[config.mk]
export PLATFORM = sky130hd
export DESIGN_NAME = pll_lock_sequencer
export DESIGN_NICKNAME = d
export VERILOG_FILES = /design/src/rtl/pll_seq_pkg.sv /design/src/rtl/sync_2ff.sv /design/src/rtl/pll_lock_sequencer.sv
export SDC_FILE = /design/constraint.sdc
export NUM_CORES = 1
export LEC_CHECK = 0
export CAP_MARGIN = 20
export CORE_ASPECT_RATIO = 1.1
export CORE_MARGIN = 4
export CORE_UTILIZATION = 49
export CTS_CLUSTER_DIAMETER = 120
export CTS_CLUSTER_SIZE = 20
export DETAILED_ROUTE_END_ITERATION = 10
export GPL_ROUTABILITY_DRIVEN = 0
export PLACE_DENSITY = 0.68
export SYNTH_ARGS = -nofsm -noshare
export SYNTH_HDL_FRONTEND = slang
export SYNTH_HIERARCHICAL = 1
export SYNTH_SLANG_ARGS = --single-unit
[constraint.sdc]
create_clock -name CLK -period 4.5 [get_ports CLK]
set_input_delay 0.675 -clock CLK [delete_from_list [all_inputs] [get_ports CLK]]
set_output_delay 0.675 -clock CLK [all_outputs]
set_load 0.1 [all_outputs]
[src/rtl/pll_seq_pkg.sv]
// Shared constants for the PLL lock sequencer: state codes, default timing and counter widths.
package pll_seq_pkg;

  typedef logic [2:0] state_t;

  localparam logic [2:0] ST_OFF       = 3'd0;
  localparam logic [2:0] ST_PWRDN     = 3'd1;
  localparam logic [2:0] ST_WAIT_LOCK = 3'd2;
  localparam logic [2:0] ST_QUALIFY   = 3'd3;
  localparam logic [2:0] ST_RST_HOLD  = 3'd4;
  localparam logic [2:0] ST_RUN       = 3'd5;
  localparam logic [2:0] ST_FAULT     = 3'd6;

  localparam int unsigned DEF_PD_CYCLES        = 64;
  localparam int unsigned DEF_LOCK_STABLE_CYC  = 1024;
  localparam int unsigned DEF_LOCK_TIMEOUT_CYC = 65536;
  localparam int unsigned DEF_RST_HOLD_CYC     = 16;
  localparam int unsigned DEF_MAX_RETRIES      = 3;

  localparam int unsigned LOSS_CNT_W = 8;

  function automatic int unsigned max4_u(input int unsigned a, input int unsigned b,
                                         input int unsigned c, input int unsigned d);
    int unsigned m;
    m = a;
    if (b > m) m = b;
    if (c > m) m = c;
    if (d > m) m = d;
    return m;
  endfunction

  // The lock-wait attempt spans WAIT_LOCK and QUALIFY so a chattering lock still times out.
  function automatic logic in_lock_wait(input state_t s);
    return (s == ST_WAIT_LOCK) || (s == ST_QUALIFY);
  endfunction

endpackage

[src/rtl/sync_2ff.sv]
// Generic two-flop bit synchronizer with asynchronous active-low reset to 0.
module sync_2ff #(
  parameter int unsigned WIDTH = 1
) (
  input  logic             clk,
  input  logic             rst_n,
  input  logic [WIDTH-1:0] d,
  output logic [WIDTH-1:0] q
);

  logic [WIDTH-1:0] meta_q;
  logic [WIDTH-1:0] sync_q;

  always_ff @(posedge clk or negedge rst_n) begin
    if (!rst_n) begin
      meta_q <= '0;
      sync_q <= '0;
    end else begin
      meta_q <= d;
      sync_q <= meta_q;
    end
  end

  assign q = sync_q;

endmodule

[src/rtl/pll_lock_sequencer.sv]
// PLL power-up and lock-qualification sequencer, clocked from the free-running reference clock.
// Gates the downstream fabric reset on a qualified lock and counts lock-loss events.
//   state     | meaning
//   OFF       | disabled, PLL powered down
//   PWRDN     | POWERDOWN_N held low for PD_CYCLES
//   WAIT_LOCK | PLL running, waiting for lock or timeout
//   QUALIFY   | counting consecutive locked cycles
//   RST_HOLD  | lock qualified, fabric reset still held
//   RUN       | fabric reset released, READY
//   FAULT     | retries exhausted, PLL powered down
module pll_lock_sequencer
  import pll_seq_pkg::*;
#(
  parameter int unsigned PD_CYCLES        = DEF_PD_CYCLES,
  parameter int unsigned LOCK_STABLE_CYC  = DEF_LOCK_STABLE_CYC,
  parameter int unsigned LOCK_TIMEOUT_CYC = DEF_LOCK_TIMEOUT_CYC,
  parameter int unsigned RST_HOLD_CYC     = DEF_RST_HOLD_CYC,
  parameter int unsigned MAX_RETRIES      = DEF_MAX_RETRIES
) (
  input  logic                  CLK,
  input  logic                  RESET_N,
  input  logic                  ENABLE,
  input  logic                  RESTART,
  input  logic                  PLL_LOCK,
  output logic                  PLL_POWERDOWN_N,
  output logic                  FABRIC_RESET_N,
  output logic                  READY,
  output logic                  FAULT,
  output logic [2:0]            STATE,
  output logic [LOSS_CNT_W-1:0] LOCK_LOSS_CNT
);

  localparam int unsigned TMR_MAX = max4_u(PD_CYCLES, LOCK_STABLE_CYC, LOCK_TIMEOUT_CYC, RST_HOLD_CYC);
  localparam int unsigned TMR_W   = $clog2(TMR_MAX) + 1;
  localparam int unsigned RTY_W   = $clog2(MAX_RETRIES + 1) + 1;

  localparam logic [TMR_W-1:0] PD_LAST      = TMR_W'(PD_CYCLES - 1);
  localparam logic [TMR_W-1:0] STABLE_LAST  = TMR_W'(LOCK_STABLE_CYC - 1);
  localparam logic [TMR_W-1:0] TIMEOUT_LAST = TMR_W'(LOCK_TIMEOUT_CYC - 1);
  localparam logic [TMR_W-1:0] HOLD_LAST    = TMR_W'(RST_HOLD_CYC - 1);
  localparam logic [TMR_W-1:0] TMR_SAT      = '1;
  localparam logic [TMR_W-1:0] TMR_ONE      = TMR_W'(1);
  localparam logic [RTY_W-1:0] RTY_MAX      = RTY_W'(MAX_RETRIES);
  localparam logic [RTY_W-1:0] RTY_ONE      = RTY_W'(1);
  localparam logic [LOSS_CNT_W-1:0] LOSS_ONE = LOSS_CNT_W'(1);

  state_t                  state_q, state_d;
  logic [TMR_W-1:0]        tmr_q, tmr_d;
  logic [TMR_W-1:0]        att_q, att_d;
  logic [RTY_W-1:0]        retry_q, retry_d;
  logic [LOSS_CNT_W-1:0]   loss_q, loss_d;
  logic                    pd_n_q, pd_n_d;
  logic                    fab_rst_n_q, fab_rst_n_d;
  logic                    ready_q, ready_d;
  logic                    fault_q, fault_d;
  logic                    lock_s;
  logic                    restart_evt;

  sync_2ff #(.WIDTH(1)) u_lock_sync (
    .clk   (CLK),
    .rst_n (RESET_N),
    .d     (PLL_LOCK),
    .q     (lock_s)
  );

  assign restart_evt = ENABLE && RESTART;

  always_comb begin
    state_d = state_q;
    retry_d = retry_q;
    loss_d  = loss_q;
    if (!ENABLE) begin
      state_d = ST_OFF;
      retry_d = '0;
    end else if (RESTART) begin
      state_d = ST_PWRDN;
      retry_d = '0;
    end else begin
      unique case (state_q)
        ST_OFF:   state_d = ST_PWRDN;
        ST_PWRDN: if (tmr_q >= PD_LAST) state_d = ST_WAIT_LOCK;
        ST_WAIT_LOCK: begin
          if (lock_s) begin
            state_d = ST_QUALIFY;
          end else if (att_q >= TIMEOUT_LAST) begin
            retry_d = retry_q + RTY_ONE;
            state_d = (retry_q < RTY_MAX) ? ST_PWRDN : ST_FAULT;
          end
        end
        ST_QUALIFY: begin
          if (!lock_s) begin
            state_d = ST_WAIT_LOCK;
          end else if (tmr_q >= STABLE_LAST) begin
            state_d = ST_RST_HOLD;
            retry_d = '0;
          end
        end
        ST_RST_HOLD: begin
          if (!lock_s) state_d = ST_WAIT_LOCK;
          else if (tmr_q >= HOLD_LAST) state_d = ST_RUN;
        end
        ST_RUN: begin
          if (!lock_s) begin
            state_d = ST_PWRDN;
            if (loss_q != '1) loss_d = loss_q + LOSS_ONE;
          end
        end
        ST_FAULT: state_d = ST_FAULT;
        default:  state_d = ST_OFF;
      endcase
    end
  end

  always_comb begin
    if ((state_d != state_q) || restart_evt) tmr_d = '0;
    else if (tmr_q == TMR_SAT)               tmr_d = tmr_q;
    else                                     tmr_d = tmr_q + TMR_ONE;

    if (!(in_lock_wait(state_q) && in_lock_wait(state_d)) || restart_evt) att_d = '0;
    else if (att_q == TMR_SAT)                                           att_d = att_q;
    else                                                                 att_d = att_q + TMR_ONE;
  end

  // Outputs are registered from the next state so they change on the same edge as STATE.
  always_comb begin
    pd_n_d      = state_d inside {ST_WAIT_LOCK, ST_QUALIFY, ST_RST_HOLD, ST_RUN};
    fab_rst_n_d = (state_d == ST_RUN);
    ready_d     = (state_d == ST_RUN);
    fault_d     = (state_d == ST_FAULT);
  end

  always_ff @(posedge CLK or negedge RESET_N) begin
    if (!RESET_N) begin
      state_q     <= ST_OFF;
      tmr_q       <= '0;
      att_q       <= '0;
      retry_q     <= '0;
      loss_q      <= '0;
      pd_n_q      <= 1'b0;
      fab_rst_n_q <= 1'b0;
      ready_q     <= 1'b0;
      fault_q     <= 1'b0;
    end else begin
      state_q     <= state_d;
      tmr_q       <= tmr_d;
      att_q       <= att_d;
      retry_q     <= retry_d;
      loss_q      <= loss_d;
      pd_n_q      <= pd_n_d;
      fab_rst_n_q <= fab_rst_n_d;
      ready_q     <= ready_d;
      fault_q     <= fault_d;
    end
  end

  assign PLL_POWERDOWN_N = pd_n_q;
  assign FABRIC_RESET_N  = fab_rst_n_q;
  assign READY           = ready_q;
  assign FAULT           = fault_q;
  assign STATE           = state_q;
  assign LOCK_LOSS_CNT   = loss_q;

endmodule
==> flow_summary_export.csv, run 1 <==
group,metric,value,unit
synth,synth-xor-area-share,10.5,%
pwr,peakVddDrop,0.143,mV
routing,via_count,2367,
pwr,p_leak,1.44,nW
global_routing,grt_pass1_vias,2358,
sta,hold_violations,0,
hold_path,min_path_type,"flip-flop to flip-flop",
synth,ys.flop_type,"dfrtp_1",
clocking,cts_num_sinks,53,
sta,setup_viol,0,
sta,max_freq,0.331,GHz
clocking,clk_latency,0.31,ns
hold_path,hold_path_end,"u_lock_sync/q$_DFF_PN0_",
critical_path,cpLargestDelayFamily,"buffers and inverters",
routing,ant_nets,0,
layout,fillers,568,
hold_path,hp-start,"u_lock_sync/meta_q$_DFF_PN0_",
die,start_util,50.3,%
synth,ys_seq_area_share,42.8,%
critical_path,crit_buf_inv,1,
sta,skew,0.0105,ns
die,rows,30,
critical_path,cp_cell_sequence,"clkdlybuf4s50_1",
hold_path,min_path_cells,0,
pwr,p_per_area,233,mW/mm^2
synth,synth_top_area_cell,"dfrtp_1",
critical_path,path_class,"flip-flop to primary output",
placement,place_area,0.00333,sq mm
global_routing,grt_antenna_before_repair,0,
critical_path,cpMaxStageDelayCell,"clkdlybuf4s50_1",
synth,synth-compound-area-share,9.45,%
synth,yosys_warnings,6,
layout,drive_gt1_share,7.10,%
sta,min_period_over_period,67.2,%
synth,synth_cells,335,
synth,syn_nets,347,
die,die-width,83.8,microns
clocking,path_clk_slew,0.09,ns
run_status,status,"complete, no violations",
critical_path,crit_required,3.83,ns
sta,tightest_slew,0.972,ns
synth,async_reset_ff_share,100,%
synth,synth.area.top_cells,"dfrtp_1 (43%), nor2_1 (6.9%), xor2_1 (5.4%)",
clocking,cts_root_buf,"clkbuf_8",
layout,syn_to_final_growth,9.97,%
sta,max_slew_margin,35.0,%
critical_path,critPathLaunchType,"flip-flop",
clocking,cts.repair.resized,0,
synth,ys_seq_elements,53,
critical_path,r2r_end,"tmr_q[5]$_DFFE_PN0P_",
routing,drc,0,
critical_path,cp.arrival,2.35,ns
synth,synthAdderAreaFrac,2.83,%
sta,maxSlewViolCount,0,
synth,yosysTopAreaCellShare,42.8,%
critical_path,rr_startpoint,"att_q[9]$_DFFE_PN0P_",
routing,drtPass1Iterations,4,
routing,routedWlPerCell,14.1,microns
clocking,cts_setup_buffers,0,
global_routing,track_usage,17.1,%
clocking,cts_hold_buf,0,
routing,wirelength,6090,microns
clocking,clk_path_buf_depth,2,
critical_path,ff2ff_setup_slack,1.63,ns
sta,grt_setup_unrepaired,"no",
critical_path,crit_path_end_kind,"primary output",
layout,final_cell_area,0.00341,sq mm
clocking,cts_buffers,5,
synth,synth_cell_type_count,54,
layout,n_antenna_cell,0,
global_routing,grt_overflow,0,
sta,setup_tns,0,ns
clocking,tritoncts,"built",
die,core-area,0.00616,sq mm
die,dieArea,0.00766,sq mm
placement,io_buffers,19,
die,die_height,91.4,microns
synth,synth_area_per_cell,9.25,sq um
synth,synth_top_family_by_area,"simple AND/OR/NAND/NOR gates",
sta,period_needed,3.02,ns
routing,drt-initial-drc-count,144,
layout,nNetsFinal,363,
pwr,fin_total_pwr,0.000793,W
placement,hpwl,4410,microns
critical_path,slowest_delay,1.26,ns
critical_path,path_max_fanout,23,
global_routing,grt_pass1_wl,10800,microns
run,cap_violations,0,
routing,vias_per_cell,5.48,
synth,synthSimpleGateAreaFrac,29.2,%
critical_path,reg2regPathDepth,10,
die,ios,20,
synth,synthMuxAreaShare,1.98,%
synth,syn_area,0.00310,sq mm
global_routing,grt_max_degree,54,
synth,synth_enable_flop_cells,0,
clocking,h-tree-depth,2,
[Yosys cell counts, types with 3 or more instances]
cell type,n
mux2i_1,5
dfrtp_1,53
buf_2,6
nor3_1,15
ha_1,7
xor2_1,19
nor2_1,57
o211ai_1,3
nor2b_1,5
nand2b_1,4
nand2_1,39
a21oi_1,9
a31oi_1,4
xnor2_1,18
nor3b_1,4
a21o_1,4
nand3_1,12
o21ai_0,4
clkbuf_1,3
nand4_1,14
nor4_1,4
inv_1,8
[cells by family (layout without fill, tap and decap cells)]
group | after synthesis | count (layout)
AO/OA/AOI/OAI | 36 | 36
flip-flops | 53 | 53
multiplexers | 6 | 6
XOR/XNOR | 37 | 37
AND/OR/NAND/NOR | 176 | 176
adder cells (fa/ha/maj) | 7 | 7
buffers and inverters | 20 | 37
[routing by layer]
layer | vias to the layer above | track usage (%) | part of all wire [%]
met5 | - | 0 | 0
met4 | 0 | 6.70 | 1.7
met3 | 11 | 2.90 | 2.0
met2 | 27 | 29.3 | 50
met1 | 1130 | 21.3 | 46
li1 | 1199 | - | -
[area by class of cell]
type / count / area [sq um] / share of cell area [%]
multi-input combinational: 262 / 1670 / 49.0
tap: 80 / 100 / 2.94
clock buffer: 8 / 80.1 / 2.35
inverter: 8 / 30.0 / 0.881
sequential: 53 / 1330 / 38.9
timing repair buffer: 21 / 200 / 5.87
[placed cells by master (no fill, tap or decap), types with 2 or more instances in the layout]
cell type,n
buf_4,2
or3_1,2
and3_1,2
mux2i_1,5
nor4_1,4
dfrtp_1,53
inv_1,8
a311o_1,2
clkdlybuf4s50_1,18
nor3b_1,4
nor3_1,15
nand2b_1,4
nand2_1,39
xnor2_1,18
a31oi_1,4
nand3_1,12
a21o_1,4
o211ai_1,3
or2_2,2
a21oi_1,9
nand4_1,14
or4_4,2
clkbuf_1,3
nor2_1,57
o21ai_0,4
clkbuf_8,5
xor2_1,19
nor2b_1,5
ha_1,7
[report_power, final]
part | total (W) | leakage, nW | internal, W | switching (W)
sequential | 0.000485 | 0.733 | 0.000479 | 0.00000620
combinational | 0.0000496 | 0.668 | 0.0000151 | 0.0000345
clock | 0.000258 | 0.0395 | 0.000111 | 0.000147
[flip-flops by register name, summed over array words and instances, names as in the netlist]
register,count
FAULT,1
LOCK_LOSS_CNT,8
PLL_POWERDOWN_N,1
READY,1
STATE,3
att_q,17
retry_q,3
tmr_q,17
u_lock_sync/meta_q,1
u_lock_sync/q,1
[worst max path at each step]
stage,from,slack (ns),endpoint,cells past startpoint
after floorplan,STATE[2]$_DFF_PN0_,1.69,LOCK_LOSS_CNT[5]$_DFFE_PN0P_,7
after global placement,ENABLE,1.47,LOCK_LOSS_CNT[5]$_DFFE_PN0P_,7
after detailed placement,ENABLE,1.39,LOCK_LOSS_CNT[7]$_DFFE_PN0P_,7
after CTS,STATE[2]$_DFF_PN0_,1.47,STATE[2],1
after global routing,att_q[4]$_DFFE_PN0P_,1.25,tmr_q[11]$_DFFE_PN0P_,11
final,STATE[2]$_DFF_PN0_,1.48,STATE[2],1
[per-stage QoR]
step / utilization (%) / hold slack (ns) / setup slack (ns) / instances
after CTS: 55.4 / 0.360 / 1.47 / 432
after global routing: 55.4 / 0.370 / 1.25 / 432
after global placement: 54.1 / 0.335 / 1.47 / 424
after detailed placement: 54.1 / 0.340 / 1.39 / 424
final: 55.4 / 0.356 / 1.48 / 432
after floorplan: - / 0.331 / 1.69 / 335
(Power assumes the default switching activity.)
==> run 2, diff against run 1 <==
--- a/config.mk
+++ b/config.mk
@@ -13,7 +13,7 @@
 export CTS_CLUSTER_SIZE = 20
 export DETAILED_ROUTE_END_ITERATION = 10
 export GPL_ROUTABILITY_DRIVEN = 0
-export PLACE_DENSITY = 0.68
+export PLACE_DENSITY = 0.71
 export SYNTH_ARGS = -nofsm -noshare
 export SYNTH_HDL_FRONTEND = slang
 export SYNTH_HIERARCHICAL = 1
==> constraint.sdc (replaced) <==
create_clock -name CLK -period 2.75 [get_ports CLK]
set_input_delay 0.4125 -clock CLK [delete_from_list [all_inputs] [get_ports CLK]]
set_output_delay 0.4125 -clock CLK [all_outputs]
set_load 0.1 [all_outputs]
==> flow_summary_export.csv, run 2 (synthesis results as in run 1) <==
group,metric,value,unit
pwr,p_leak,1.60,nW
clocking,clk_path_buf_depth,2,
routing,drc,0,
global_routing,use_met1,24.7,%
layout,syn_to_final_growth,16.3,%
global_routing,grt_antenna_before_repair,0,
sta,setup_viol,0,
sta,skew,0.00710,ns
routing,drt-initial-drc-count,130,
layout,drive_gt1_share,19.0,%
clocking,cts_hold_buf,0,
layout,n_antenna_cell,0,
clocking,clk_latency,0.31,ns
global_routing,grt_overflow,0,
clocking,cts_buffers,5,
critical_path,critPathLaunchType,"flip-flop",
run,cap_violations,0,
layout,layout_common_cells,"nor2_1 (56), dfrtp_1 (52), nand2_1 (39)",
sta,min_period_over_period,93.2,%
die,ios,20,
placement,io_buffers,19,
run_status,status,"complete, no violations",
clocking,path_clk_slew,0.11,ns
sta,grt_setup_unrepaired,"no",
routing,routedWlPerCell,13.9,microns
sta,tightest_slew,0.607,ns
pwr,fin_total_pwr,0.00145,W
critical_path,cp.arrival,2.80,ns
pwr,p_per_area,402,mW/mm^2
hold_path,min_path_type,"input port to async pin",
sta,max_slew_margin,59.5,%
pwr,peakVddDrop,0.397,mV
global_routing,track_usage,17.8,%
die,die-width,83.8,microns
routing,drtPass1Iterations,4,
routing,via_count,2466,
routing,wirelength,6280,microns
clocking,h-tree-depth,2,
global_routing,gr-usage-met2,28.2,%
die,dieArea,0.00766,sq mm
clocking,cts_root_buf,"clkbuf_8",
die,rows,30,
layout,nNetsFinal,384,
sta,setup_tns,0,ns
critical_path,crit_path_end_kind,"flip-flop",
sta,final.setup.worst_slack,0.187,ns
clocking,tritoncts,"built",
critical_path,path_max_fanout,4,
die,start_util,50.3,%
global_routing,grt_busiest_layer,"met2",
clocking,cts_num_sinks,53,
global_routing,grt_util_met3,2.99,%
global_routing,grt_pass1_wl,11400,microns
die,core-area,0.00616,sq mm
sta,max_freq,0.390,GHz
critical_path,path_class,"flip-flop to flip-flop",
global_routing,grt_max_degree,29,
layout,final_common_cell,"nor2_1",
sta,period_needed,2.56,ns
routing,vias_per_cell,5.44,
routing,ant_nets,0,
placement,hpwl,4750,microns
placement,pre_cts_slack,0.0234,ns
die,die_height,91.4,microns
global_routing,grt_pass1_vias,2427,
sta,hold_violations,0,
sta,maxSlewViolCount,0,
critical_path,crit_required,2.98,ns
[run 2: changes by cell type in the layout (fill, tap and decap cells not counted), moves of 2 or more]
cell	previous run	this run
inv_6	0	2
nor3_1	15	13
nor3_2	1	3
clkbuf_1	3	0
clkdlybuf4s50_1	18	3
buf_4	2	37
[run 2: critical path, stage by stage (launching register included)]
cell and delay, ns:
dfrtp_1 0.43, and3_1 0.19, and2_1 0.20, nand3_1 0.11
nor3_2 0.06, ha_1 0.19, nor2_2 0.20, nor4_1 0.07
a21o_1 0.19, nor3_2 0.27, o2111ai_4 0.16, buf_4 0.18
nor4b_4 0.24
[run 2: layer usage]
metal	share of wire [%]	routed length, microns	vias up
met5	0	0	-
met4	1.7	104	0
met3	2.7	171	11
met2	49	3100	36
met1	46	2900	1180
li1	-	-	1239
[run 2: report_power, final]
part / switching (W) / total [W] / internal [W] / leakage [nW]
Sequential: 0.00000613 / 0.000791 / 0.000784 / 0.731
Combinational: 0.0000632 / 0.000102 / 0.0000390 / 0.806
Clock: 0.000279 / 0.000557 / 0.000278 / 0.0591
[run 2: layout make-up]
cell class                      count  area [sq um]
Fill cell                         558          2550
Multi-Input combinational cell    262          1700
Sequential cell                    53          1330
Timing Repair Buffer               42           333
Tap cell                           80           100
Clock buffer                        5          68.8
Clock inverter                      3          47.5
Inverter                            8          30.0
[run 2: timing repair]
item | 4_1_cts | 5_1_grt
endpoints found under the setup margin | 0 | 34
gates resized for setup | 0 | 6
buffers inserted | 0 | 3
[run 2: per-stage QoR]
stage	hold slack (ns)	utilization, %	instance area, sq um	std cells
2_1_floorplan	0.117	-	3100	335
3_3_place_gp	0.333	55.9	3440	442
3_5_place_dp	0.338	55.9	3440	442
4_1_cts	0.100	57.8	3560	450
5_1_grt	0.143	58.6	3600	453
6_report	0.0897	58.6	3600	453
[run 2: worst paths after layout]
check / slack (ns) / from / end / cells after the start
min in group CLK: 0.36 / u_lock_sync/meta_q$_DFF_PN0_ / u_lock_sync/q$_DFF_PN0_ / 0
max: 0.19 / att_q[11]$_DFFE_PN0P_ / tmr_q[5]$_DFFE_PN0P_ / 12
min reg2reg: 0.36 / u_lock_sync/meta_q$_DFF_PN0_ / u_lock_sync/q$_DFF_PN0_ / 0
max reg2reg: 0.19 / att_q[11]$_DFFE_PN0P_ / tmr_q[5]$_DFFE_PN0P_ / 12
max in group asynchronous: 2.10 / RESET_N / att_q[3]$_DFFE_PN0P_ / 2
min: 0.09 / RESET_N / tmr_q[2]$_DFFE_PN0P_ / 1
==> run 3, diff against run 2 <==
--- a/config.mk
+++ b/config.mk
@@ -13,7 +13,7 @@
 export CTS_CLUSTER_SIZE = 20
 export DETAILED_ROUTE_END_ITERATION = 10
 export GPL_ROUTABILITY_DRIVEN = 0
-export PLACE_DENSITY = 0.71
+export PLACE_DENSITY = 0.77
 export SYNTH_ARGS = -nofsm -noshare
 export SYNTH_HDL_FRONTEND = slang
 export SYNTH_HIERARCHICAL = 1
==> constraint.sdc (replaced) <==
create_clock -name CLK -period 2.2 [get_ports CLK]
set_input_delay 0.33 -clock CLK [delete_from_list [all_inputs] [get_ports CLK]]
set_output_delay 0.33 -clock CLK [all_outputs]
set_load 0.1 [all_outputs]
==> flow_summary_export.csv, run 3 (synthesis results as in run 1) <==
group,metric,value,unit
clocking,clk_latency,0.31,ns
pwr,p_leak,1.95,nW
sta,final.setup.worst_slack,-0.183,ns
sta,skew,0.0135,ns
routing,via_count,2897,
global_routing,grt_pass1_vias,2986,
sta,period_needed,2.38,ns
routing,drc,0,
sta,grt_setup_unrepaired,"yes",
global_routing,grt_antenna_before_repair,0,
critical_path,crit_required,2.40,ns
global_routing,grt_pass1_wl,14000,microns
global_routing,grt_overflow,0,
routing,wirelength,8310,microns
critical_path,startpoint,"att_q[9]$_DFFE_PN0P_",
critical_path,critPathCapture,"tmr_q[1]$_DFFE_PN0P_",
sta,min_period_over_period,108,%
routing,ant_nets,0,
critical_path,crit_path_end_kind,"flip-flop",
pwr,p_per_area,424,mW/mm^2
clocking,cts_buffers,5,
clocking,clk_path_buf_depth,2,
layout,drive_gt1_share,41.0,%
die,dieArea,0.00766,sq mm
sta,max_slew_margin,58.2,%
sta,tightest_slew,0.626,ns
critical_path,reg2regPathDepth,11,
layout,fillers,409,
global_routing,grt_max_degree,28,
die,die-width,83.8,microns
die,rows,30,
sta,setup_viol,36,
layout,n_antenna_cell,0,
sta,maxSlewViolCount,0,
critical_path,path_class,"flip-flop to flip-flop",
layout,finalNonFillerCells,507,
sta,hold_slack,0.0198,ns
clocking,cts_hold_buf,0,
run_status,status,"finished with violations",
routing,routedWlPerCell,16.4,microns
placement,pre_cts_slack,-0.161,ns
pwr,peakVddDrop,0.375,mV
routing,drt-initial-drc-count,197,
placement,hpwl,5380,microns
global_routing,track_usage,22.2,%
die,ios,20,
sta,max_freq,0.420,GHz
die,die_height,91.4,microns
routing,vias_per_cell,5.71,
die,core-area,0.00616,sq mm
clocking,tritoncts,"built",
clocking,h-tree-depth,2,
layout,layout_common_cells,"buf_4 (82), dfrtp_1 (48), nor2_1 (40)",
layout,final_cell_area,0.00438,sq mm
critical_path,ff2ff_setup_slack,-0.18,ns
sta,hold_violations,0,
critical_path,cp.arrival,2.58,ns
run,cap_violations,0,
layout,nNetsFinal,438,
critical_path,path_max_fanout,6,
die,start_util,50.3,%
placement,dp.cells,493,
placement,place_area,0.00396,sq mm
layout,syn_to_final_growth,41.3,%
run_status,violations,"setup timing",
routing,drtPass1Iterations,4,
placement,io_buffers,19,
critical_path,rr_startpoint,"att_q[9]$_DFFE_PN0P_",
layout,final_common_cell,"buf_4",
hold_path,min_path_type,"input port to async pin",
critical_path,critPathLaunchType,"flip-flop",
critical_path,r2r_end,"tmr_q[1]$_DFFE_PN0P_",
clocking,cts_num_sinks,53,
clocking,path_clk_slew,0.10,ns
clocking,cts_root_buf,"clkbuf_8",
-- run 3: area by class of cell --
cell class / count / area (sq um) / area share (%)
Multi-Input combinational cell: 262 / 1980 / 45.3
Sequential cell: 53 / 1340 / 30.6
Timing Repair Buffer: 96 / 815 / 18.6
Clock inverter: 2 / 38.8 / 0.886
Inverter: 8 / 30.0 / 0.686
Tap cell: 80 / 100 / 2.29
Clock buffer: 6 / 72.6 / 1.66
-- run 3: where the power goes --
group | switching [W] | leakage [nW] | internal (W) | total [W]
combinational | 0.000106 | 1.17 | 0.0000800 | 0.000186
sequential | 0.00000539 | 0.724 | 0.000981 | 0.000987
clock | 0.000341 | 0.0554 | 0.000342 | 0.000683
total | 0.000452 | 1.95 | 0.00140 | 0.00186
-- run 3: worst min-delay path by stage --
| stage | from | endpoint | slack, ns | cells after the start |
|---|---|---|---|---|
| global route | RESET_N | PLL_POWERDOWN_N$_DFF_PN0_ | 0.05 | 1 |
| floorplan | RESET_N | FAULT$_DFF_PN0_ | 0.03 | 0 |
| global placement | u_lock_sync/meta_q$_DFF_PN0_ | u_lock_sync/q$_DFF_PN0_ | 0.35 | 0 |
| finish | RESET_N | retry_q[2]$_DFFE_PN0P_ | 0.02 | 1 |
| CTS | RESET_N | FAULT$_DFF_PN0_ | 0.04 | 1 |
| detailed placement | u_lock_sync/meta_q$_DFF_PN0_ | u_lock_sync/q$_DFF_PN0_ | 0.37 | 0 |
-- run 3: critical path: stages (launching register included) --
cell and delay [ns]:
dfrtp_1 0.37, and3_4 0.19, and2_4 0.15, nand3_4 0.07, nor3_4 0.14, ha_2 0.23, nor2_4 0.05, nor3_2 0.20
a211oi_2 0.07, a311o_1 0.45, buf_6 0.18, nor3b_2 0.15
-- run 3: what timing repair did --
action,4_1_cts,5_1_grt
setup endpoints to repair,39,43
pin swaps,14,9
resized for setup,25,38
setup buffers,2,2
gates cloned,2,1
-- run 3: stage by stage --
| stage | total power [W] | utilization (%) | setup TNS [ns] |
|---|---|---|---|
| 6_report | 0.00186 | 71.1 | -4.10 |
| 5_1_grt | 0.00193 | 71.1 | -8.34 |
| 4_1_cts | 0.00185 | 69.1 | -2.83 |
| 3_5_place_dp | 0.00115 | 64.3 | -3.32 |
| 3_3_place_gp | 0.00115 | 64.3 | -1.51 |
| 2_1_floorplan | 0.00108 | - | -0.616 |
-- run 3: routing by layer --
layer	up-vias	routed length, microns	GRT usage [%]
li1	1357	-	-
met1	1414	3380	26.7
met2	108	4280	39.1
met3	18	478	4.08
met4	0	164	8.58
met5	-	0	0
